[config.mk]
export PLATFORM = sky130hd
export DESIGN_NAME = act_requant_buf_flat
export DESIGN_NICKNAME = d
export VERILOG_FILES = /design/src/rtl/nn_pkg.sv /design/src/rtl/act_requant_buf_if.sv /design/src/rtl/act_requant.sv /design/src/rtl/act_requant_buf.sv /design/src/flat_wrapper.sv
export SDC_FILE = /design/constraint.sdc
export NUM_CORES = 1
export LEC_CHECK = 0
export ABC_AREA = 1
export BUFFER_PORTS_ARGS = -buffer_cell sky130_fd_sc_hd__buf_2
export CORE_UTILIZATION = 66
export CTS_BUF_LIST = sky130_fd_sc_hd__clkbuf_2 sky130_fd_sc_hd__clkbuf_4 sky130_fd_sc_hd__clkbuf_8
export CTS_CLUSTER_SIZE = 12
export DETAILED_ROUTE_END_ITERATION = 10
export HOLD_SLACK_MARGIN = 0.05
export PLACE_DENSITY = 0.87
export SYNTH_ARGS = -nofsm -noshare
export SYNTH_HDL_FRONTEND = slang
export SYNTH_SLANG_ARGS = --single-unit
[constraint.sdc]
create_clock -name clk -period 3.98 [get_ports clk]
set_clock_uncertainty 0.05 [all_clocks]
set_input_delay 0.597 -clock clk [delete_from_list [all_inputs] [get_ports clk]]
set_output_delay 0.597 -clock clk [all_outputs]
set_load 0.01 [all_outputs]
[src/rtl/nn_pkg.sv]
// Shared numeric definitions for the MAC / accumulator / requantisation datapath.
// Provides the sum and activation widths, the layer FSM encoding and saturation.
package nn_pkg;

    localparam int ACC_W = 22;
    localparam int OUT_W = 8;

    localparam logic signed [ACC_W-1:0] SAT_MAX = ACC_W'((1 << (OUT_W - 1)) - 1);
    localparam logic signed [ACC_W-1:0] SAT_MIN = ~SAT_MAX;

    typedef enum logic [1:0] {
        IDLE   = 2'd0,
        ACTIVE = 2'd1,
        DRAIN  = 2'd2,
        DONE   = 2'd3
    } state_t;

    // Clamp a wide signed value into the OUT_W signed range.
    function automatic logic signed [OUT_W-1:0] sat_signed(input logic signed [ACC_W-1:0] x);
        logic signed [OUT_W-1:0] r;
        if (x > SAT_MAX) begin
            r = SAT_MAX[OUT_W-1:0];
        end else if (x < SAT_MIN) begin
            r = SAT_MIN[OUT_W-1:0];
        end else begin
            r = x[OUT_W-1:0];
        end
        return r;
    endfunction

endpackage

[src/rtl/act_requant_buf_if.sv]
// Bundle between the bias accumulator / next-layer MAC and the requantisation buffer.
// master drives sums and read addresses; slave is the buffer itself.
interface act_requant_buf_if #(
    parameter int IDX_W = 4
);
    import nn_pkg::*;

    logic                    start;
    logic                    relu_en;
    logic                    acc_valid;
    logic signed [ACC_W-1:0] acc_in;
    logic [IDX_W-1:0]        rd_addr;
    logic signed [OUT_W-1:0] rd_data;
    logic                    busy;
    logic                    layer_done;
    logic [IDX_W-1:0]        max_idx;
    logic signed [OUT_W-1:0] max_val;
    logic                    ovf_err;

    modport master (
        output start, relu_en, acc_valid, acc_in, rd_addr,
        input  rd_data, busy, layer_done, max_idx, max_val, ovf_err
    );

    modport slave (
        input  start, relu_en, acc_valid, acc_in, rd_addr,
        output rd_data, busy, layer_done, max_idx, max_val, ovf_err
    );

endinterface

[src/rtl/act_requant.sv]
// Combinational requantisation: floor shift, optional ReLU, saturate to OUT_W signed.
module act_requant
    import nn_pkg::*;
#(
    parameter int SHIFT = 7
) (
    input  logic signed [ACC_W-1:0] acc,
    input  logic                    relu_en,
    output logic signed [OUT_W-1:0] act
);

    logic signed [ACC_W-1:0] shifted;
    logic signed [ACC_W-1:0] rect;

    // Arithmetic shift floors toward minus infinity, so -300 >>> 7 gives -3.
    always_comb begin
        shifted = acc >>> SHIFT;
        rect    = (relu_en && shifted[ACC_W-1]) ? '0 : shifted;
        act     = sat_signed(rect);
    end

endmodule

[src/rtl/act_requant_buf.sv]
// Requantises one neuron sum per beat into a per-layer activation buffer,
// tracking a running argmax and a sticky error for beats outside a layer.
module act_requant_buf
    import nn_pkg::*;
#(
    parameter int NUM_NEURONS = 10,
    parameter int SHIFT       = 7,
    parameter int IDX_W       = 4
) (
    input logic              clk,
    input logic              reset,
    act_requant_buf_if.slave bus
);

    state_t state, state_nxt;

    logic [IDX_W-1:0]        count;
    logic [IDX_W-1:0]        beat_idx;
    logic                    accept;
    logic                    last_beat;
    logic                    wr_en;

    logic                    s1_valid;
    logic signed [ACC_W-1:0] s1_acc;
    logic                    s1_relu;
    logic [IDX_W-1:0]        s1_idx;

    logic                    s2_valid;
    logic signed [OUT_W-1:0] s2_val;
    logic [IDX_W-1:0]        s2_idx;
    logic signed [OUT_W-1:0] req_val;

    logic                    have_max;
    logic [IDX_W-1:0]        max_idx_q;
    logic signed [OUT_W-1:0] max_val_q;
    logic signed [OUT_W-1:0] rd_data_q;
    logic                    layer_done_q;
    logic                    ovf_err_q;
    logic                    busy_c;

    logic signed [OUT_W-1:0] buf_mem [NUM_NEURONS];

    // A start restarts the layer, so a coincident beat always lands at index 0.
    assign accept    = bus.acc_valid && (bus.start || state == ACTIVE);
    assign beat_idx  = bus.start ? '0 : count;
    assign last_beat = accept && (beat_idx == IDX_W'(NUM_NEURONS - 1));
    assign wr_en     = s2_valid && !bus.start;

    always_ff @(posedge clk or negedge reset) begin
        if (!reset) begin
            state <= IDLE;
        end else begin
            state <= state_nxt;
        end
    end

    // NOTE: every output of this block gets a default first so no latch is inferred.
    always_comb begin
        state_nxt = state;
        busy_c    = 1'b0;
        if (bus.start) begin
            state_nxt = last_beat ? DRAIN : ACTIVE;
        end else begin
            case (state)
                ACTIVE:  if (last_beat) state_nxt = DRAIN;
                DRAIN:   if (!s1_valid) state_nxt = DONE;
                default: state_nxt = state;
            endcase
        end
        if (state == ACTIVE || state == DRAIN) begin
            busy_c = 1'b1;
        end
    end

    act_requant #(
        .SHIFT (SHIFT)
    ) u_requant (
        .acc     (s1_acc),
        .relu_en (s1_relu),
        .act     (req_val)
    );

    // NOTE: state registers use non-blocking assignments so every process sees pre-edge values.
    always_ff @(posedge clk or negedge reset) begin
        if (!reset) begin
            count    <= '0;
            s1_valid <= 1'b0;
            s1_acc   <= '0;
            s1_relu  <= 1'b0;
            s1_idx   <= '0;
            s2_valid <= 1'b0;
            s2_val   <= '0;
            s2_idx   <= '0;
        end else begin
            s1_valid <= accept;
            if (accept) begin
                s1_acc  <= bus.acc_in;
                s1_relu <= bus.relu_en;
                s1_idx  <= beat_idx;
            end
            s2_valid <= s1_valid && !bus.start;
            s2_val   <= req_val;
            s2_idx   <= s1_idx;
            if (bus.start) begin
                count <= bus.acc_valid ? IDX_W'(1) : '0;
            end else if (accept) begin
                count <= count + 1'b1;
            end
        end
    end

    // First result of a layer loads unconditionally; ties keep the lower index.
    always_ff @(posedge clk or negedge reset) begin
        if (!reset) begin
            have_max     <= 1'b0;
            max_idx_q    <= '0;
            max_val_q    <= '0;
            ovf_err_q    <= 1'b0;
            layer_done_q <= 1'b0;
        end else begin
            layer_done_q <= (state == DRAIN) && (state_nxt == DONE);
            if (bus.start) begin
                have_max  <= 1'b0;
                max_idx_q <= '0;
                max_val_q <= '0;
                ovf_err_q <= 1'b0;
            end else begin
                if (bus.acc_valid && state != ACTIVE) begin
                    ovf_err_q <= 1'b1;
                end
                if (wr_en && (!have_max || s2_val > max_val_q)) begin
                    have_max  <= 1'b1;
                    max_idx_q <= s2_idx;
                    max_val_q <= s2_val;
                end
            end
        end
    end

    // NOTE: the buffer has no reset; its contents are only meaningful once written.
    always_ff @(posedge clk) begin
        if (wr_en) begin
            buf_mem[s2_idx] <= s2_val;
        end
    end

    always_ff @(posedge clk or negedge reset) begin
        if (!reset) begin
            rd_data_q <= '0;
        end else if (int'(bus.rd_addr) < NUM_NEURONS) begin
            rd_data_q <= buf_mem[bus.rd_addr];
        end else begin
            rd_data_q <= '0;
        end
    end

    assign bus.rd_data    = rd_data_q;
    assign bus.busy       = busy_c;
    assign bus.layer_done = layer_done_q;
    assign bus.max_idx    = max_idx_q;
    assign bus.max_val    = max_val_q;
    assign bus.ovf_err    = ovf_err_q;

endmodule
[src/flat_wrapper.sv]
// flat-port wrapper written by rule: the top's interface ports become plain ports
module act_requant_buf_flat import nn_pkg::*;
#(
    parameter int NUM_NEURONS = 10,
    parameter int SHIFT       = 7,
    parameter int IDX_W       = 4
)
  (clk, reset, bus_start, bus_relu_en, bus_acc_valid, bus_acc_in, bus_rd_addr, bus_rd_data, bus_busy, bus_layer_done, bus_max_idx, bus_max_val, bus_ovf_err);
  act_requant_buf_if #(.IDX_W(IDX_W)) bus_i ();
  input logic clk;
  input logic reset;
  input wire logic [$bits(bus_i.start)-1:0] bus_start;
  input wire logic [$bits(bus_i.relu_en)-1:0] bus_relu_en;
  input wire logic [$bits(bus_i.acc_valid)-1:0] bus_acc_valid;
  input wire logic [$bits(bus_i.acc_in)-1:0] bus_acc_in;
  input wire logic [$bits(bus_i.rd_addr)-1:0] bus_rd_addr;
  output wire logic [$bits(bus_i.rd_data)-1:0] bus_rd_data;
  output wire logic [$bits(bus_i.busy)-1:0] bus_busy;
  output wire logic [$bits(bus_i.layer_done)-1:0] bus_layer_done;
  output wire logic [$bits(bus_i.max_idx)-1:0] bus_max_idx;
  output wire logic [$bits(bus_i.max_val)-1:0] bus_max_val;
  output wire logic [$bits(bus_i.ovf_err)-1:0] bus_ovf_err;
  assign bus_i.start = bus_start;
  assign bus_i.relu_en = bus_relu_en;
  assign bus_i.acc_valid = bus_acc_valid;
  assign bus_i.acc_in = bus_acc_in;
  assign bus_i.rd_addr = bus_rd_addr;
  assign bus_rd_data = bus_i.rd_data;
  assign bus_busy = bus_i.busy;
  assign bus_layer_done = bus_i.layer_done;
  assign bus_max_idx = bus_i.max_idx;
  assign bus_max_val = bus_i.max_val;
  assign bus_ovf_err = bus_i.ovf_err;
  act_requant_buf #(.NUM_NEURONS(NUM_NEURONS), .SHIFT(SHIFT), .IDX_W(IDX_W)) u_core (.clk(clk), .reset(reset), .bus(bus_i));
endmodule
==> results.yml <==
status:
  status: "finished clean"
finish:
  layout.nets: 603
  area_growth_pct: 11.4
  drive_gt1_frac: 0.162
  seq_area_um2: 3980
  final_area_um2: 6490
  instances_no_fill: 679
  antenna_cells: 0
  fillers: 520
  multi_input_area_um2: 1600
synthesis:
  ys_ff_latch: 143
  syn-cell-area_um2: 5820
  synth_area_leader_cell: "edfxtp_1"
  ys.flop_type: "edfxtp_1"
  yosysUniqueCellTypes: 35
  synth_nets: 556
  synth_most_common_cell: "nand2_1"
  synth_edf_count: 80
  synthArstFlopShare: 0.441
  yosys-top-cells-count: "90 x nand2_1, 80 x edfxtp_1, 72 x nor2_1"
  yosys_warnings: 0
  netlist.area_leader.share: 0.413
  syn_avg_cell_area_um2: 11.3
  yosys-top-cells-area: "edfxtp_1 41%, dfrtp_1 27%, nand2_1 5.8%"
  ys_seq_area_frac: 0.683
  syn_inst: 514
worst_setup_path:
  cp_data_arrival_time_ns: 2.69
  endpoint_kind: "register"
  worstPathMaxFanout: 41
  path_class: "in2reg"
  required_ns: 4.23
  startpoint_type: "input pin"
sta:
  maxSlewViolCount: 0
  setup_ws_ns: 1.54
  setup_violations: 0
  maxSlewHeadroom: 0.236
  rsz0062_at_grt: "no"
  post-route-period-util: 0.614
  fin_setup_tns_ns: 0
  fmax_ghz: 0.409
  fin_crit_ns: 2.44
  hold_viol_final: 0
  worst_pin_slew_ns: 1.15
clocking:
  cts_tree: "done"
  postCtsSetupBuffers: 0
  cts_buffers: 17
  cts.sinks: 143
  clk_latency_ns: 0.43
  htreeDepth: 4
  cts_hold_buf: 0
  clock_path_buffers: 2
  cts_resized: 0
  path_clk_slew_ns: 0.08
  cts-root-buf: "clkbuf_8"
pwr:
  vdd_ir_drop_max_mv: 0.394
  p_per_area_nw_per_um2: 565
  p_leak_nw: 2.72
drt:
  wl_mm: 11.8
  viasPerCell: 5.88
  top_layer: "met4"
  vias: 3993
  wl_met2_mm: 6.16
  wl_met1_mm: 4.62
  ant_nets: 0
  drtIter0Drc: 277
  wire_per_inst_um: 17.4
  first_pass_iters: 5
  drc: 0
  wl_met3_um: 703
floorplan:
  coreArea_um2: 8380
  die-height_um: 95.9
  fp.dieArea_um2: 9200
  start_util: 0.695
  io_pins: 54
  rows: 33
  fp.dieW_um: 95.9
placed_design:
  post-place-ws_ns: 1.14
  numPortBuffers: 46
  dp_cells: 647
  placed_cell_area_um2: 6100
  dp_hpwl_mm: 7.67
  gp_congestion: 0.804
global_routing:
  grt_pass1_vias: 3896
  grt.total_usage: 0.286
  grt_pass1_wl_mm: 18.8
  antenna_found_initial: 0
  gr-total-overflow: 0
  grt_max_degree: 52
min_path:
  min_path_type: "in2reg"
run:
  maxCapViolations: 0
[registers in the layout (all words and copies together) (netlist names)]
register and count:
u_core.buf_mem 80, u_core.bus.layer_done 1, u_core.bus.max_idx 4, u_core.bus.max_val 8
u_core.bus.ovf_err 1, u_core.bus.rd_data 8, u_core.count 4, u_core.have_max 1
u_core.s1_acc 15, u_core.s1_idx 4, u_core.s1_relu 1, u_core.s1_valid 1
u_core.s2_idx 4, u_core.s2_val 8, u_core.s2_valid 1, u_core.state 2
[logic make-up after synthesis]
kind of cell	synth area share
AOI/OAI and AO/OA	0.0980
DFF	0.683
and+or+nand+nor	0.152
xor gates and xnor gates	0.00150
buffers and inverters	0.0415
adders and majority gates	0.0236
[per-stage QoR]
step | utilization | power (W) | hold slack, ns
2_1_floorplan | - | 0.00235 | 0.251
3_3_place_gp | 0.728 | 0.00252 | 0.312
3_5_place_dp | 0.728 | 0.00259 | 0.313
4_1_cts | 0.774 | 0.00368 | 0.288
5_1_grt | 0.774 | 0.00383 | 0.288
6_report | 0.774 | 0.00366 | 0.300
[cells in the final DEF, fill, tap and decap left out, types with 11 or more instances in the layout]
cell	n
edfxtp_1	80
buf_2	46
inv_1	31
ha_1	11
nand2_1	90
a21oi_1	14
nand3_1	36
dfrtp_1	63
nor2_1	72
o21ai_0	46
clkbuf_8	17
[area by class of cell]
| cell class | count | area share |
|---|---|---|
| clock buffers | 18 | 0.0372 |
| clock inverters | 14 | 0.0222 |
| inverters | 34 | 0.0201 |
| multi-input cells | 315 | 0.247 |
| flip-flops and latches | 143 | 0.613 |
| well taps | 105 | 0.0203 |
| repair buffers | 50 | 0.0401 |
[worst paths after layout]
kind                                   from                    end  slack [ns]  cells past startpoint
setup / recovery             bus_rd_addr[0]  u_core.bus.rd_data[3]        1.54                      6
hold / removal               bus_acc_in[15]      u_core.s1_acc[15]        0.30                      3
setup reg to reg           u_core.s2_val[5]  u_core.bus.max_val[7]        1.63                     11
hold reg to reg            u_core.s1_idx[1]       u_core.s2_idx[1]        0.33                      0
max in group asynchronous             reset       u_core.s1_acc[8]        2.72                      2
min in group asynchronous             reset  u_core.bus.rd_data[5]        0.33                      1
[worst max-delay path, stage by stage]
cell and delay [ns]:
buf_2 0.51, inv_1 0.68, o21ai_0 0.47, o221ai_1 0.21, o211ai_1 0.13, a21oi_1 0.09
[metal layers]
metal,global-route usage,vias up
li1,-,1871
met1,0.342,1918
met2,0.495,178
met3,0.0616,26
met4,0.137,0
met5,0,-
[power breakdown]
group	leakage (nW)	internal (W)	switching (W)
sequential	1.51	0.00181	0.000205
clock	0.184	0.000561	0.000540
combinational	1.02	0.000195	0.000357
No activity file was read; power rests on OpenSTA's default activity.
